File: src/rtl/cla_sched_pkg.sv
// rtl/cla_sched_pkg.sv - shared constants and FSM encoding for the CLA add scheduler
package cla_sched_pkg;

    // Width of one adder pass.
    localparam int WORD_W = 32;

    // Scheduler FSM encoding.
    typedef enum logic [1:0] {
        IDLE = 2'd0,
        RUN  = 2'd1,
        DONE = 2'd2
    } state_t;

endpackage

File: src/rtl/carry_lookahead_adder_32bits.sv
// rtl/carry_lookahead_adder_32bits.sv - 32-bit two-level carry lookahead adder
// Ports:
//   in0, in1 : operands
//   carry_in : incoming carry
//   sum      : in0 + in1 + carry_in (low 32 bits)
//   pg       : group propagate of all 32 bits
//   gg       : group generate of all 32 bits (carry out = gg | pg & carry_in)
module carry_lookahead_adder_32bits (
    input  logic [31:0] in0,
    input  logic [31:0] in1,
    input  logic        carry_in,
    output logic [31:0] sum,
    output logic        pg,
    output logic        gg
);

    always_comb begin
        logic [31:0] g;
        logic [31:0] p;
        logic [31:0] c;
        logic [7:0]  grp_g;
        logic [7:0]  grp_p;
        logic [8:0]  grp_c;
        logic        gg_acc;

        g = in0 & in1;
        p = in0 ^ in1;

        // Nibble-level generate/propagate.
        for (int i = 0; i < 8; i++) begin
            grp_g[i] = g[4*i+3]
                     | (p[4*i+3] & g[4*i+2])
                     | (p[4*i+3] & p[4*i+2] & g[4*i+1])
                     | (p[4*i+3] & p[4*i+2] & p[4*i+1] & g[4*i]);
            grp_p[i] = &p[4*i +: 4];
        end

        // Carries into each nibble from the group terms.
        grp_c[0] = carry_in;
        for (int i = 0; i < 8; i++) begin
            grp_c[i+1] = grp_g[i] | (grp_p[i] & grp_c[i]);
        end

        // Bit carries inside each nibble.
        for (int i = 0; i < 8; i++) begin
            c[4*i] = grp_c[i];
            for (int j = 1; j < 4; j++) begin
                c[4*i+j] = g[4*i+j-1] | (p[4*i+j-1] & c[4*i+j-1]);
            end
        end

        sum = p ^ c;
        pg  = &grp_p;

        // Carry-in independent generate of the whole word.
        gg_acc = 1'b0;
        for (int i = 0; i < 8; i++) begin
            gg_acc = grp_g[i] | (grp_p[i] & gg_acc);
        end
        gg = gg_acc;
    end

endmodule

File: src/rtl/cla_rr_arbiter_2.sv
// rtl/cla_rr_arbiter_2.sv - two-input round-robin grant
// Ports:
//   valid0, valid1 : request lines
//   rr_ptr         : requester that wins when both are valid
//   grant          : one-hot grant (all-zero when nothing is valid)
module cla_rr_arbiter_2 (
    input  logic       valid0,
    input  logic       valid1,
    input  logic       rr_ptr,
    output logic [1:0] grant
);

    // A lone requester always wins; on contention rr_ptr decides.
    assign grant[0] = valid0 & (~valid1 | ~rr_ptr);
    assign grant[1] = valid1 & (~valid0 |  rr_ptr);

endmodule

File: src/rtl/cla_add_scheduler.sv
// rtl/cla_add_scheduler.sv - shares one 32-bit CLA between two multi-word add requesters
// Ports:
//   clk, rst                       : clock, synchronous active-high reset
//   req0_valid/ready/a/b/cin       : requester 0 (W-bit operands, initial carry)
//   req1_valid/ready/a/b/cin       : requester 1
//   rsp_valid/ready                : response handshake
//   rsp_id                         : requester that owns the response
//   rsp_sum, rsp_cout              : A+B+cin modulo 2^W and carry out of bit W-1
module cla_add_scheduler
    import cla_sched_pkg::*;
#(
    parameter  int NUM_WORDS = 2,
    localparam int W         = WORD_W * NUM_WORDS
) (
    input  logic         clk,
    input  logic         rst,
    input  logic         req0_valid,
    output logic         req0_ready,
    input  logic [W-1:0] req0_a,
    input  logic [W-1:0] req0_b,
    input  logic         req0_cin,
    input  logic         req1_valid,
    output logic         req1_ready,
    input  logic [W-1:0] req1_a,
    input  logic [W-1:0] req1_b,
    input  logic         req1_cin,
    output logic         rsp_valid,
    input  logic         rsp_ready,
    output logic         rsp_id,
    output logic [W-1:0] rsp_sum,
    output logic         rsp_cout
);

    localparam int               IDX_W    = (NUM_WORDS > 1) ? $clog2(NUM_WORDS) : 1;
    localparam logic [IDX_W-1:0] LAST_IDX = IDX_W'(NUM_WORDS - 1);

    state_t             state_q;
    state_t             state_d;
    logic               rr_ptr_q;
    logic [IDX_W-1:0]   word_idx_q;
    logic               carry_q;
    logic               id_q;
    logic [W-1:0]       a_q;
    logic [W-1:0]       b_q;
    logic [W-1:0]       sum_q;

    logic [1:0]         grant;
    logic               accept;
    logic [WORD_W-1:0]  add_in0;
    logic [WORD_W-1:0]  add_in1;
    logic [WORD_W-1:0]  add_sum;
    logic               add_pg;
    logic               add_gg;
    logic               carry_next;

    cla_rr_arbiter_2 u_arb (
        .valid0 (req0_valid),
        .valid1 (req1_valid),
        .rr_ptr (rr_ptr_q),
        .grant  (grant)
    );

    assign add_in0 = a_q[int'(word_idx_q) * WORD_W +: WORD_W];
    assign add_in1 = b_q[int'(word_idx_q) * WORD_W +: WORD_W];

    carry_lookahead_adder_32bits u_adder (
        .in0      (add_in0),
        .in1      (add_in1),
        .carry_in (carry_q),
        .sum      (add_sum),
        .pg       (add_pg),
        .gg       (add_gg)
    );

    assign carry_next = add_gg | (add_pg & carry_q);

    // Grant is only meaningful while idle; the single-entry datapath blocks otherwise.
    assign req0_ready = (state_q == IDLE) & grant[0];
    assign req1_ready = (state_q == IDLE) & grant[1];
    assign accept     = (state_q == IDLE) & (|grant);

    assign rsp_valid  = (state_q == DONE);
    assign rsp_id     = id_q;
    assign rsp_sum    = sum_q;
    assign rsp_cout   = carry_q;

    always_comb begin
        state_d = state_q;
        case (state_q)
            IDLE:    if (accept)                   state_d = RUN;
            RUN:     if (word_idx_q == LAST_IDX)   state_d = DONE;
            DONE:    if (rsp_ready)                state_d = IDLE;
            default:                               state_d = IDLE;
        endcase
    end

    always_ff @(posedge clk) begin
        if (rst) begin
            state_q    <= IDLE;
            rr_ptr_q   <= 1'b0;
            word_idx_q <= '0;
            carry_q    <= 1'b0;
            id_q       <= 1'b0;
            a_q        <= '0;
            b_q        <= '0;
            sum_q      <= '0;
        end else begin
            state_q <= state_d;
            case (state_q)
                IDLE: begin
                    if (accept) begin
                        a_q        <= grant[1] ? req1_a   : req0_a;
                        b_q        <= grant[1] ? req1_b   : req0_b;
                        carry_q    <= grant[1] ? req1_cin : req0_cin;
                        id_q       <= grant[1];
                        word_idx_q <= '0;
                    end
                end
                RUN: begin
                    sum_q[int'(word_idx_q) * WORD_W +: WORD_W] <= add_sum;
                    carry_q <= carry_next;
                    if (word_idx_q != LAST_IDX) begin
                        word_idx_q <= word_idx_q + 1'b1;
                    end
                end
                DONE: begin
                    // Hand priority to the other requester after each completion.
                    if (rsp_ready) begin
                        rr_ptr_q <= ~id_q;
                    end
                end
                default: ;
            endcase
        end
    end

endmodule

File: config.mk
export PLATFORM = sky130hd
export DESIGN_NAME = cla_add_scheduler
export DESIGN_NICKNAME = d
export VERILOG_FILES = /design/src/rtl/cla_sched_pkg.sv /design/src/rtl/carry_lookahead_adder_32bits.sv /design/src/rtl/cla_rr_arbiter_2.sv /design/src/rtl/cla_add_scheduler.sv
export SDC_FILE = /design/constraint.sdc
export NUM_CORES = 1
export LEC_CHECK = 0
export BUFFER_PORTS_ARGS = -buffer_cell sky130_fd_sc_hd__buf_2
export CAP_MARGIN = 20
export CORE_ASPECT_RATIO = 0.5
export CORE_UTILIZATION = 43
export DETAILED_ROUTE_END_ITERATION = 6
export HOLD_SLACK_MARGIN = 0.1
export PLACE_DENSITY = 0.77
export SYNTH_ARGS = -nofsm -noshare
export SYNTH_HDL_FRONTEND = slang
export SYNTH_HIERARCHICAL = 1
export SYNTH_SLANG_ARGS = --single-unit
File: constraint.sdc
create_clock -name clk -period 5.1 [get_ports clk]
set_input_delay 1.02 -clock clk [delete_from_list [all_inputs] [get_ports clk]]
set_output_delay 1.02 -clock clk [all_outputs]
set_load 0.05 [all_outputs]
* Word-level counts from Yosys, hierarchy flattened
Cells that the tools add are included.
** Storage, ports and cells
- Register bits :: 198
** Operators by class
- Add/subtract/negate cells :: 2
- Bitwise logic cells :: 156
- Muxes and demuxes :: 13
- Reductions and logical operators :: 16
- Equal/unequal tests :: 5
- Shift operators :: 4
** Operator list (number)
- $mux W64 :: 2
- $shiftx A64 B7 Y32 :: 2
- $and A1 B1 Y1 :: 84
- $or A1 B1 Y1 :: 65
- $bwmux W64 :: 1
- $shift A32 B33 Y64 const A :: 1
- $shiftx A32 B33 Y64 :: 1
- $xor A32 B32 Y32 :: 2
- $neg A6 Y33 :: 1
- $and A32 B32 Y32 :: 1
- $reduce_and A32 Y1 :: 1
- $reduce_and A4 Y1 :: 8
- $mux W2 :: 3
- $pmux W2 S3 :: 1
- $reduce_and A2 Y1 :: 3
- $mux W1 :: 4
- $ne A2 B2 Y1 const B :: 2
- $not A1 Y1 :: 4
- $pmux W1 S2 :: 2
- $reduce_and A3 Y1 :: 1
- $eq A2 B1 Y1 const B :: 1
- $eq A2 B2 Y1 const B :: 1
- $logic_not A2 Y1 :: 1
- $ne A2 B1 Y1 const B :: 1
- other kinds (3) :: 3

* Longest topological paths before layout
Gate-level depths: netlist of run 1.
- Depth after elaboration :: 28
- Gate-level depth with buffers :: 16

* Cells and area by module
The synthesis of run 1 kept the hierarchy.
** Modules (own cells, without submodules)
- cla_add_scheduler :: area each 9957.0 um^2, cells an instance 935, instances 1, sequential area each 3963.8 um^2
- carry_lookahead_adder_32bits :: area each 1410.1 um^2, cells an instance 152, instances 1, sequential area each 0.0 um^2
- cla_rr_arbiter_2 :: area each 18.8 um^2, cells an instance 3, instances 1, sequential area each 0.0 um^2

* Worst setup path after synthesis of run 1
Ideal clock, no wire load.
- Kind :: register -> register
- Start point :: register word_idx_q
- End point :: register sum_q[27], in the netlist rsp_sum[27]
- Data arrival time :: 3.786 ns
- Path buffers :: 2
- Setup time :: 0.128 ns
- Stages on the path, launching flop included :: 16
- Data required time :: 4.972 ns
- Setup slack :: 1.187 ns
- Cells stage by stage :: dfxtp_1 -> buf_2 -> buf_2 -> mux2_2 -> ha_1 -> a21oi_1 -> o21ai_0 -> a221oi_1 -> o211a_1 -> o21bai_1 -> fa_1 -> fa_1 -> fa_1 -> xor2_1 -> mux2i_1 -> nor2_1
** Between the ends
- Elaborated cells between the ends (all ways) :: 134
- Classes of those cells :: add/sub (1); shift (4); mux (1); bitwise (121); reduce/logical (7)
** RTL lines
- start: declaration :: RTL line cla_add_scheduler.sv:40 : logic [IDX_W-1:0] word_idx_q;
- start signal: assignment :: RTL line cla_add_scheduler.sv:123 : word_idx_q <= word_idx_q + 1'b1;
- $shiftx A64 B7 Y32 (*) :: RTL line cla_add_scheduler.sv:63 : assign add_in0 = a_q[int'(word_idx_q) * WORD_W +: WORD_W];
- named net add_in0[15] :: RTL line cla_add_scheduler.sv:49 : logic [WORD_W-1:0] add_in0;
- $xor A32 B32 Y32 :: RTL line carry_lookahead_adder_32bits.sv:27 : p = in0 ^ in1;
- $and A1 B1 Y1, on equally long branches :: RTL line carry_lookahead_adder_32bits.sv:32, carry_lookahead_adder_32bits.sv:33, carry_lookahead_adder_32bits.sv:34
- $or A1 B1 Y1, or another cell as far along :: RTL line carry_lookahead_adder_32bits.sv:32 : | (p[4*i+3] & g[4*i+2])
- $or A1 B1 Y1 / $and A1 B1 Y1 (equally long branches) :: RTL line carry_lookahead_adder_32bits.sv:33, carry_lookahead_adder_32bits.sv:34
- $or A1 B1 Y1 :: RTL line carry_lookahead_adder_32bits.sv:34 : | (p[4*i+3] & p[4*i+2] & p[4*i+1] & g[4*i]);
- $or A1 B1 Y1 (*) :: RTL line carry_lookahead_adder_32bits.sv:41 : grp_c[i+1] = grp_g[i] | (grp_p[i] & grp_c[i]);
- (+6 left out)
- $and A1 B1 Y1 (*) :: RTL line carry_lookahead_adder_32bits.sv:48 : c[4*i+j] = g[4*i+j-1] | (p[4*i+j-1] & c[4*i+j-1]);
- $or A1 B1 Y1 (*) :: RTL line carry_lookahead_adder_32bits.sv:48
- $and A1 B1 Y1 (*) :: RTL line carry_lookahead_adder_32bits.sv:48
- $or A1 B1 Y1 (*) :: RTL line carry_lookahead_adder_32bits.sv:48
- $xor A32 B32 Y32 (*) :: RTL line carry_lookahead_adder_32bits.sv:52 : sum = p ^ c;
- named net add_sum[27] :: RTL line cla_add_scheduler.sv:51 : logic [WORD_W-1:0] add_sum;
- $shiftx A32 B33 Y64 (*) :: RTL line cla_add_scheduler.sv:120 : sum_q[int'(word_idx_q) * WORD_W +: WORD_W] <= add_sum;
- $bwmux W64 (*) :: RTL line cla_add_scheduler.sv:120
- end signal: indexed assignment :: RTL line cla_add_scheduler.sv:120
- end: declaration :: RTL line cla_add_scheduler.sv:45 : logic [W-1:0] sum_q;
The timed path passes the listed nets; every way through them passes the cells marked *.
A chain may end at the register's enable or synchronous reset.

* Worst setup path in the final report of run 1
- Start point :: register word_idx_q
- End point :: register sum_q[19], in the netlist rsp_sum[19]
** Between the ends
- Elaborated cells between the ends (all ways) :: 134
- Classes of those cells :: add/sub (1); shift (4); mux (1); bitwise (121); reduce/logical (7)
** RTL lines (RTL line)
- $shiftx A64 B7 Y32 (*) :: cla_add_scheduler.sv:63
- named net add_in0[1] :: cla_add_scheduler.sv:49
- $and A32 B32 Y32 / $xor A32 B32 Y32 (equally long branches) :: carry_lookahead_adder_32bits.sv:26, carry_lookahead_adder_32bits.sv:27
- $and A1 B1 Y1, on equally long branches :: carry_lookahead_adder_32bits.sv:33, carry_lookahead_adder_32bits.sv:34
- $or A1 B1 Y1 / $and A1 B1 Y1 (equally long branches) :: carry_lookahead_adder_32bits.sv:33, carry_lookahead_adder_32bits.sv:34
- $or A1 B1 Y1 :: carry_lookahead_adder_32bits.sv:34
- $or A1 B1 Y1 (*) :: carry_lookahead_adder_32bits.sv:41
- $and A1 B1 Y1 (*) :: carry_lookahead_adder_32bits.sv:41
- (+7 left out)
- $and A1 B1 Y1 (*) :: carry_lookahead_adder_32bits.sv:48
- $or A1 B1 Y1 (*) :: carry_lookahead_adder_32bits.sv:48
- $and A1 B1 Y1 (*) :: carry_lookahead_adder_32bits.sv:48
- $or A1 B1 Y1 (*) :: carry_lookahead_adder_32bits.sv:48
- $xor A32 B32 Y32 (*) :: carry_lookahead_adder_32bits.sv:52
- named net add_sum[19] :: cla_add_scheduler.sv:51
- $shiftx A32 B33 Y64 (*) :: cla_add_scheduler.sv:120
- $bwmux W64 (*) :: cla_add_scheduler.sv:120
Marked as above.

==> results.md, run 1 <==
* HP Class: reg -> reg
* Worst path most repeated cell: fa_1
* Max-Slew Margin vs Limit at a little under a quarter
* Vias at slightly above 9000
* Dpl hpwl at between 20 and 25 mm
* # fillers at roughly 2300
* Clock sinks at a little under 200
* First-pass GRT wire length at 47.99 mm
* Sequential share of the synthesized area at between 30% and 40%
* Routed length per instance at around 19 um
* DR WL met3 at ~1.0 mm
* Port Buffers at roughly 330
* Initial antenna violation count at 1
* Die W at around 230 um
* Req. time, crit path at 5.40 ns
* Crit path time final at around 4.5 ns
* CP Capture Type: flip-flop
* Predominant post-synthesis flop cell: dfxtp_1
* Max Clock Skew at between 0.01 and 0.015 ns
* Register bit count reported by yosys at 198
* Post-synth top area share at a little over a third
* Peak VDD IR at 0.2686 mV
* Ports at around 330
* CTS tree: built
* CTS Hold Bufs at 0
* Tightest Pin Transition at about 1.1 ns
* CP Class: reg -> reg
* Mapped Nets at 1409
* Data arrival, critical path at approximately 4.8 ns
* Fmax at between 200 and 250 MHz
* Post-Syn Area per Cell at roughly 10 um2
* Outcome: completed
* Hold Path Depth at 2
* Nets at 1676
* Setup Buffers After CTS at 0
* FP Rows at ~40
* Max incr delay on CP at ~0.83 ns
* Largest net degree at the start of global routing at between 100 and 150
* Skew-Pair Late Insertion Delay at ~0.44 ns
* Startpoint class of the critical path: flip-flop
* Leak pwr at 5.730 nW
* Total grt overflow at 0
* Dpl cell area at roughly 13000 um2
* Longest Clk Path Bufs at 2
* Syn Std Cell Area at ~11000 um2
* Initial Util at around 44%
* Crit-path max FO at 52
* Routability cong. at 0.8213
* Clk slew on worst S/H paths at roughly 0.070 ns
* Top Layer Used: met4
* Yosys cell types at a little over 50
* Max Cap Viol at 0
* Die Ht at 117.1 um
* Post-synth EDFFs at 0
* Power per cell area at ~350 nW/um2
* Worst Reg2Reg Path Length in Cells at 14
* Final setup viols at 0
* Final TNS setup at 0 ns
* RSZ-0062 raised after global routing: no
* Post-Syn Instances at approximately 1100
* Tcrit/Tclk final at roughly 90%
* DRT iter0 DRCs at ~560
* Vias in the first global route at ~9100
* Hold Worst Slack at approximately 0.45 ns
* P&R area growth vs syn at 18.46%
* Final Hold Vio Count at 0
* All-Layer GR Usage at 22.71%
* Synth Warn # at 6
* Pre-antenna DRT Iters at 5
* Post-DR vias/cell at 5.397
* Post-synth ARST share at 0%
* Most area-consuming cells after synthesis: dfxtp_1 (35%), mux2i_1 (14%), a211oi_2 (13%)
* Crit-path slowest cell: dfxtp_4
* DR DRC count at 0
* Die Area at around 27000 um2
* Clock root cell: clkbuf_16
* H-tree depth at 4
* WL final at 31.76 mm
* Antenna viol nets, final at 0
* CTS buffer count at 17
* Register Area at approximately 4000 um2
* Slew Limit Fails at 0
* Core region area at approximately 26000 um2
* Layout cells sized above 1 at a little over two fifths
* Cts repair resizes at 0
* Crit-path cells: mux2_2, ha_1, a21oi_1, o21ai_0, a21oi_1, inv_1, a21boi_0, o21ai_0, fa_1, fa_1, fa_1, xor2_1, mux2i_1, nor2_1
* Multi-input gate area at between 6000 and 7000 um2
* DR WL met2 at roughly 16 mm
* M1 WL at 13.90 mm
* Design Area, Final at 13490 um2
* Yosys top cell by area: dfxtp_1
stage by stage:
step / total power, mW / std cells / setup slack [ns] / utilization [%]
finish: 4.702 / 1715 / 0.6078 / 52.69
global route: 4.918 / 1715 / 0.2447 / 52.69
CTS: 4.701 / 1713 / 0.6237 / 52.57
detailed placement: 3.359 / 1681 / 0.6777 / 50.32
global placement: 3.305 / 1681 / 0.8212 / 50.32
floorplan: 2.992 / 1090 / 1.187 / -
cell families (layout without fill, tap and decap cells):
group / Yosys count / in the layout / synth area share (%)
AO/OA/AOI/OAI: 338 / 338 / 23.43
multiplexers: 226 / 226 / 20.57
flip-flops: 198 / 198 / 34.81
AND/OR/NAND/NOR: 142 / 142 / 5.616
buffers and inverters: 122 / 402 / 7.220
adder cells (fa/ha/maj): 56 / 56 / 7.736
XOR/XNOR: 8 / 8 / 0.6154
other: 0 / 1 / 0
cells in the mapped netlist (3+ instances only):
| cell type | n |
|---|---|
| dfxtp_1 | 198 |
| a21oi_1 | 184 |
| mux2i_1 | 162 |
| a211oi_2 | 120 |
| nand2_1 | 75 |
| mux2_2 | 64 |
| nor2_1 | 38 |
| buf_2 | 34 |
| ha_1 | 32 |
| clkbuf_1 | 26 |
| fa_1 | 24 |
| inv_1 | 23 |
| buf_12 | 11 |
| buf_6 | 11 |
| clkbuf_4 | 10 |
| o21ai_0 | 10 |
| a211oi_1 | 8 |
| buf_4 | 6 |
| nand4_1 | 6 |
| xor2_1 | 5 |
| xnor2_1 | 3 |
area by class of cell:
cell class	instances	share of cell area, %
diodes	1	0.01855
well taps	344	3.191
multi-input cells	770	49.06
clock inverters	11	0.7236
clock buffers	21	3.562
flip-flops and latches	198	29.42
repair buffers	347	13.39
inverters	23	0.6401
routing by layer:
layer,global-route usage (%),vias up
met5,0,-
met4,6.491,0
met3,3.198,37
met2,41.07,203
met1,28.48,4519
li1,-,4497
worst paths after layout:
path | startpoint | to | slack [ns]
worst min register to register | rsp_sum[56] | rsp_sum[56] | 0.45
worst min-delay path | rsp_sum[56] | rsp_sum[56] | 0.45
worst max register to register | word_idx_q | rsp_sum[19] | 0.61
worst max-delay path | word_idx_q | rsp_sum[19] | 0.61
worst max-delay path, delay by kind of cell, from the launching register on:
| family | cells | cell delay (ns) |
|---|---|---|
| and+or+nand+nor | 1 | 0.05 |
| DFF | 1 | 0.83 |
| adders and majority gates | 4 | 1.55 |
| muxes | 2 | 0.59 |
| AOI/OAI and AO/OA | 5 | 1.04 |
| xor gates and xnor gates | 1 | 0.16 |
| buffers and inverters | 1 | 0.13 |
sequential cells by signal, indices dropped and copies added, names as in the netlist:
name        flops
b_q            64
word_idx_q      1
rsp_id          1
rsp_sum        64
rr_ptr_q        1
rsp_cout        1
state_q         2
a_q            64
where the power goes:
group          total, mW  switching [mW]  internal [mW]
combinational       1.51           0.921          0.590
clock               1.35           0.626          0.727
sequential          1.84           0.117           1.72
cells in the final DEF (no fill, tap or decap), drive strengths merged, types with 3 or more instances in the layout:
cell type  count
buf          346
dfxtp        198
a21oi        184
mux2i        162
a211oi       128
nand2         76
mux2          64
nor2          42
ha            32
inv           25
fa            24
clkbuf        22
o21ai         10
nand4          7
clkinv         7
xor2           5
xnor2          3
a21boi         3
Note: power is estimated with default switching activity, not from simulation.
==> run 2, diff against run 1 <==
==> constraint.sdc (replaced) <==
create_clock -name clk -period 4.2 [get_ports clk]
set_input_delay 0.84 -clock clk [delete_from_list [all_inputs] [get_ports clk]]
set_output_delay 0.84 -clock clk [all_outputs]
set_load 0.05 [all_outputs]
==> results.md, run 2 (synthesis results as in run 1) <==
* RSZ-0062 raised after global routing: no
* All-Layer GR Usage at 22.96% (+0.25 points)
* Slew Limit Fails at 0 (unchanged)
* Initial antenna violation count at 0 (-1)
* Peak VDD IR at 0.2983 mV (+11%)
* Power per cell area at 422.4 nW/um2 (+21%)
* # fillers at 2188 (-3.8%)
* HP Class: reg -> reg
* Post-DR vias/cell at 5.378 (-0.35%)
* Tightest Pin Transition at 0.8802 ns (-0.2673 ns)
* Layout cells sized above 1 at 42.83% (+0.64 points)
* Setup ws final at 0.1957 ns (-0.4121 ns)
* Die W at 232.1 um (unchanged)
* Final Util at 53.43% (+0.74 points)
* Core region area at 25600 um2 (unchanged)
* Tcrit/Tclk final at 95.34% (+7.3 points)
* Hold Crit Start: rsp_sum[56]
* Vias at 9272 (+0.17%)
* FP Rows at 41 (unchanged)
* Nets at 1686 (+0.60%)
* Die Ht at 117.1 um (unchanged)
* Pre-CTS setup slack at -0.1125 ns (-0.7902 ns)
* Fmax at 249.7 MHz (+12%)
* Crit path time final at 4.004 ns (-0.4879 ns)
* Worst R2R Start: word_idx_q
* R2R setup slack at 0.20 ns (-0.41 ns)
* Skew-Pair Late Insertion Delay at 0.44 ns (about the same)
* R2r endpoint: rsp_sum[31]
* Most frequent cells in the layout: buf_2 (330), dfxtp_1 (197), a21oi_1 (181)
* Max-Slew Margin vs Limit at 41.32% (+18 points)
* Largest net degree at the start of global routing at 93 (-15%)
* Leading cell type in the layout, fill and taps excluded: buf_2
* Die Area at 27170 um2 (unchanged)
* Startpoint class of the critical path: flip-flop
* CTS buffer count at 17 (unchanged)
* Antenna viol nets, final at 0 (unchanged)
* Pre-antenna DRT Iters at 6 (+1)
* Ports at 332 (unchanged)
* Crit-path max FO at 21 (-60%)
* Clock root cell: clkbuf_16
* Worst Reg2Reg Path Length in Cells at 15 (+1)
* Worst hold path endpoint: rsp_sum[56]
* Hold Path Depth at 2 (unchanged)
* CP Capture Type: flip-flop
* First-pass GRT wire length at 48.52 mm (+1.1%)
* DR DRC count at 0 (unchanged)
* Req. time, crit path at 4.52 ns (-0.88 ns)
* DRT iter0 DRCs at 545 (-1.8%)
* Port Buffers at 331 (unchanged)
* Data arrival, critical path at 4.32 ns (-0.47 ns)
* Leak pwr at 5.815 nW (+1.5%)
* CTS tree: built
* Outcome: completed
* Clock sinks at 198 (unchanged)
* # diodes at 0 (-1)
* Clk slew on worst S/H paths at 0.07 ns (about the same)
* Routed length per instance at 18.33 um (-1.0%)
* Routability cong. at 0.8780 (+6.9%)
* Max Clock Skew at 0.01179 ns (+0.001004 ns)
* Final Hold Vio Count at 0 (unchanged)
* Vias in the first global route at 9140 (+0.84%)
* H-tree depth at 4 (unchanged)
* P&R area growth vs syn at 20.13%
* Max Cap Viol at 0 (unchanged)
* Longest Clk Path Bufs at 2 (unchanged)
* CTS Hold Bufs at 0 (unchanged)
* Initial Util at 44.48% (unchanged)
* Total grt overflow at 0 (unchanged)
* Final setup viols at 0 (unchanged)
* WL final at 31.60 mm (-0.51%)
* Dpl hpwl at 23.19 mm (-0.50%)
* CP Class: reg -> reg
==> run 2: cell count changes in the layout (fill, tap and decap cells not counted), moves of 2 or more <==
cell	previous run	this run
clkinv_2	5	3
a21oi_1	184	181
a21oi_2	0	3
buf_12	0	7
clkbuf_8	5	3
buf_4	15	18
clkbuf_1	0	2
==> run 2: layout make-up <==
cell class                      count  area (um2)  area share, %
Multi-Input combinational cell    770        6639          48.54
Sequential cell                   198        3968          29.01
Timing Repair Buffer              357        1952          14.27
Clock buffer                       22       485.5          3.549
Tap cell                          344       430.4          3.147
Clock inverter                     10       117.6         0.8599
Inverter                           23       86.33         0.6312
==> run 2: where the power goes <==
part           switching, mW  internal, mW  total (mW)  leakage (nW)
sequential             0.127          2.09        2.22          1.63
combinational           1.14         0.743        1.88          3.89
clock                  0.733         0.948        1.68         0.296
total                   2.00          3.78        5.78          5.81
==> run 2: worst max-delay path: stages, from the launching register on <==
cell and delay, ns:
dfxtp_4 0.40, buf_12 0.14, buf_4 0.17, buf_6 0.25, mux2_2 0.40, ha_1 0.33, a21oi_1 0.16, o21ai_0 0.14
a21oi_1 0.24, o31ai_2 0.12, fa_1 0.39, fa_1 0.40, fa_1 0.39, xor2_1 0.16, mux2i_1 0.14, nor2_1 0.05
==> run 2: metrics by stage <==
stage	total power, mW	hold WS, ns	cell area [um2]	cells	setup TNS [ns]
finish	5.777	0.4535	13680	1724	0
global route	6.070	0.4723	13680	1724	0
floorplan	3.633	0.4868	11390	1090	0
global placement	4.038	0.4423	12960	1685	0
detailed placement	4.103	0.4470	12960	1685	-0.3072
CTS	5.776	0.4566	13580	1718	0
==> run 2: worst max-delay path by stage <==
stage	start	to
after global placement	word_idx_q	rsp_sum[27]
after CTS	word_idx_q	rsp_sum[31]
after detailed placement	word_idx_q	rsp_sum[31]
after global routing	word_idx_q	rsp_sum[27]
after floorplan	word_idx_q	rsp_sum[27]
final	word_idx_q	rsp_sum[31]
==> run 2: metal layers <==
metal	track usage, %	wire length [um]
met5	0	0
met4	6.316	590
met3	3.440	1085
met2	41.31	16230
met1	28.92	13690
==> run 2: timing repair <==
action	in CTS	in global routing
setup endpoints to repair	8	20
pin swaps	0	2
resized for setup	0	8
setup buffers	1	6
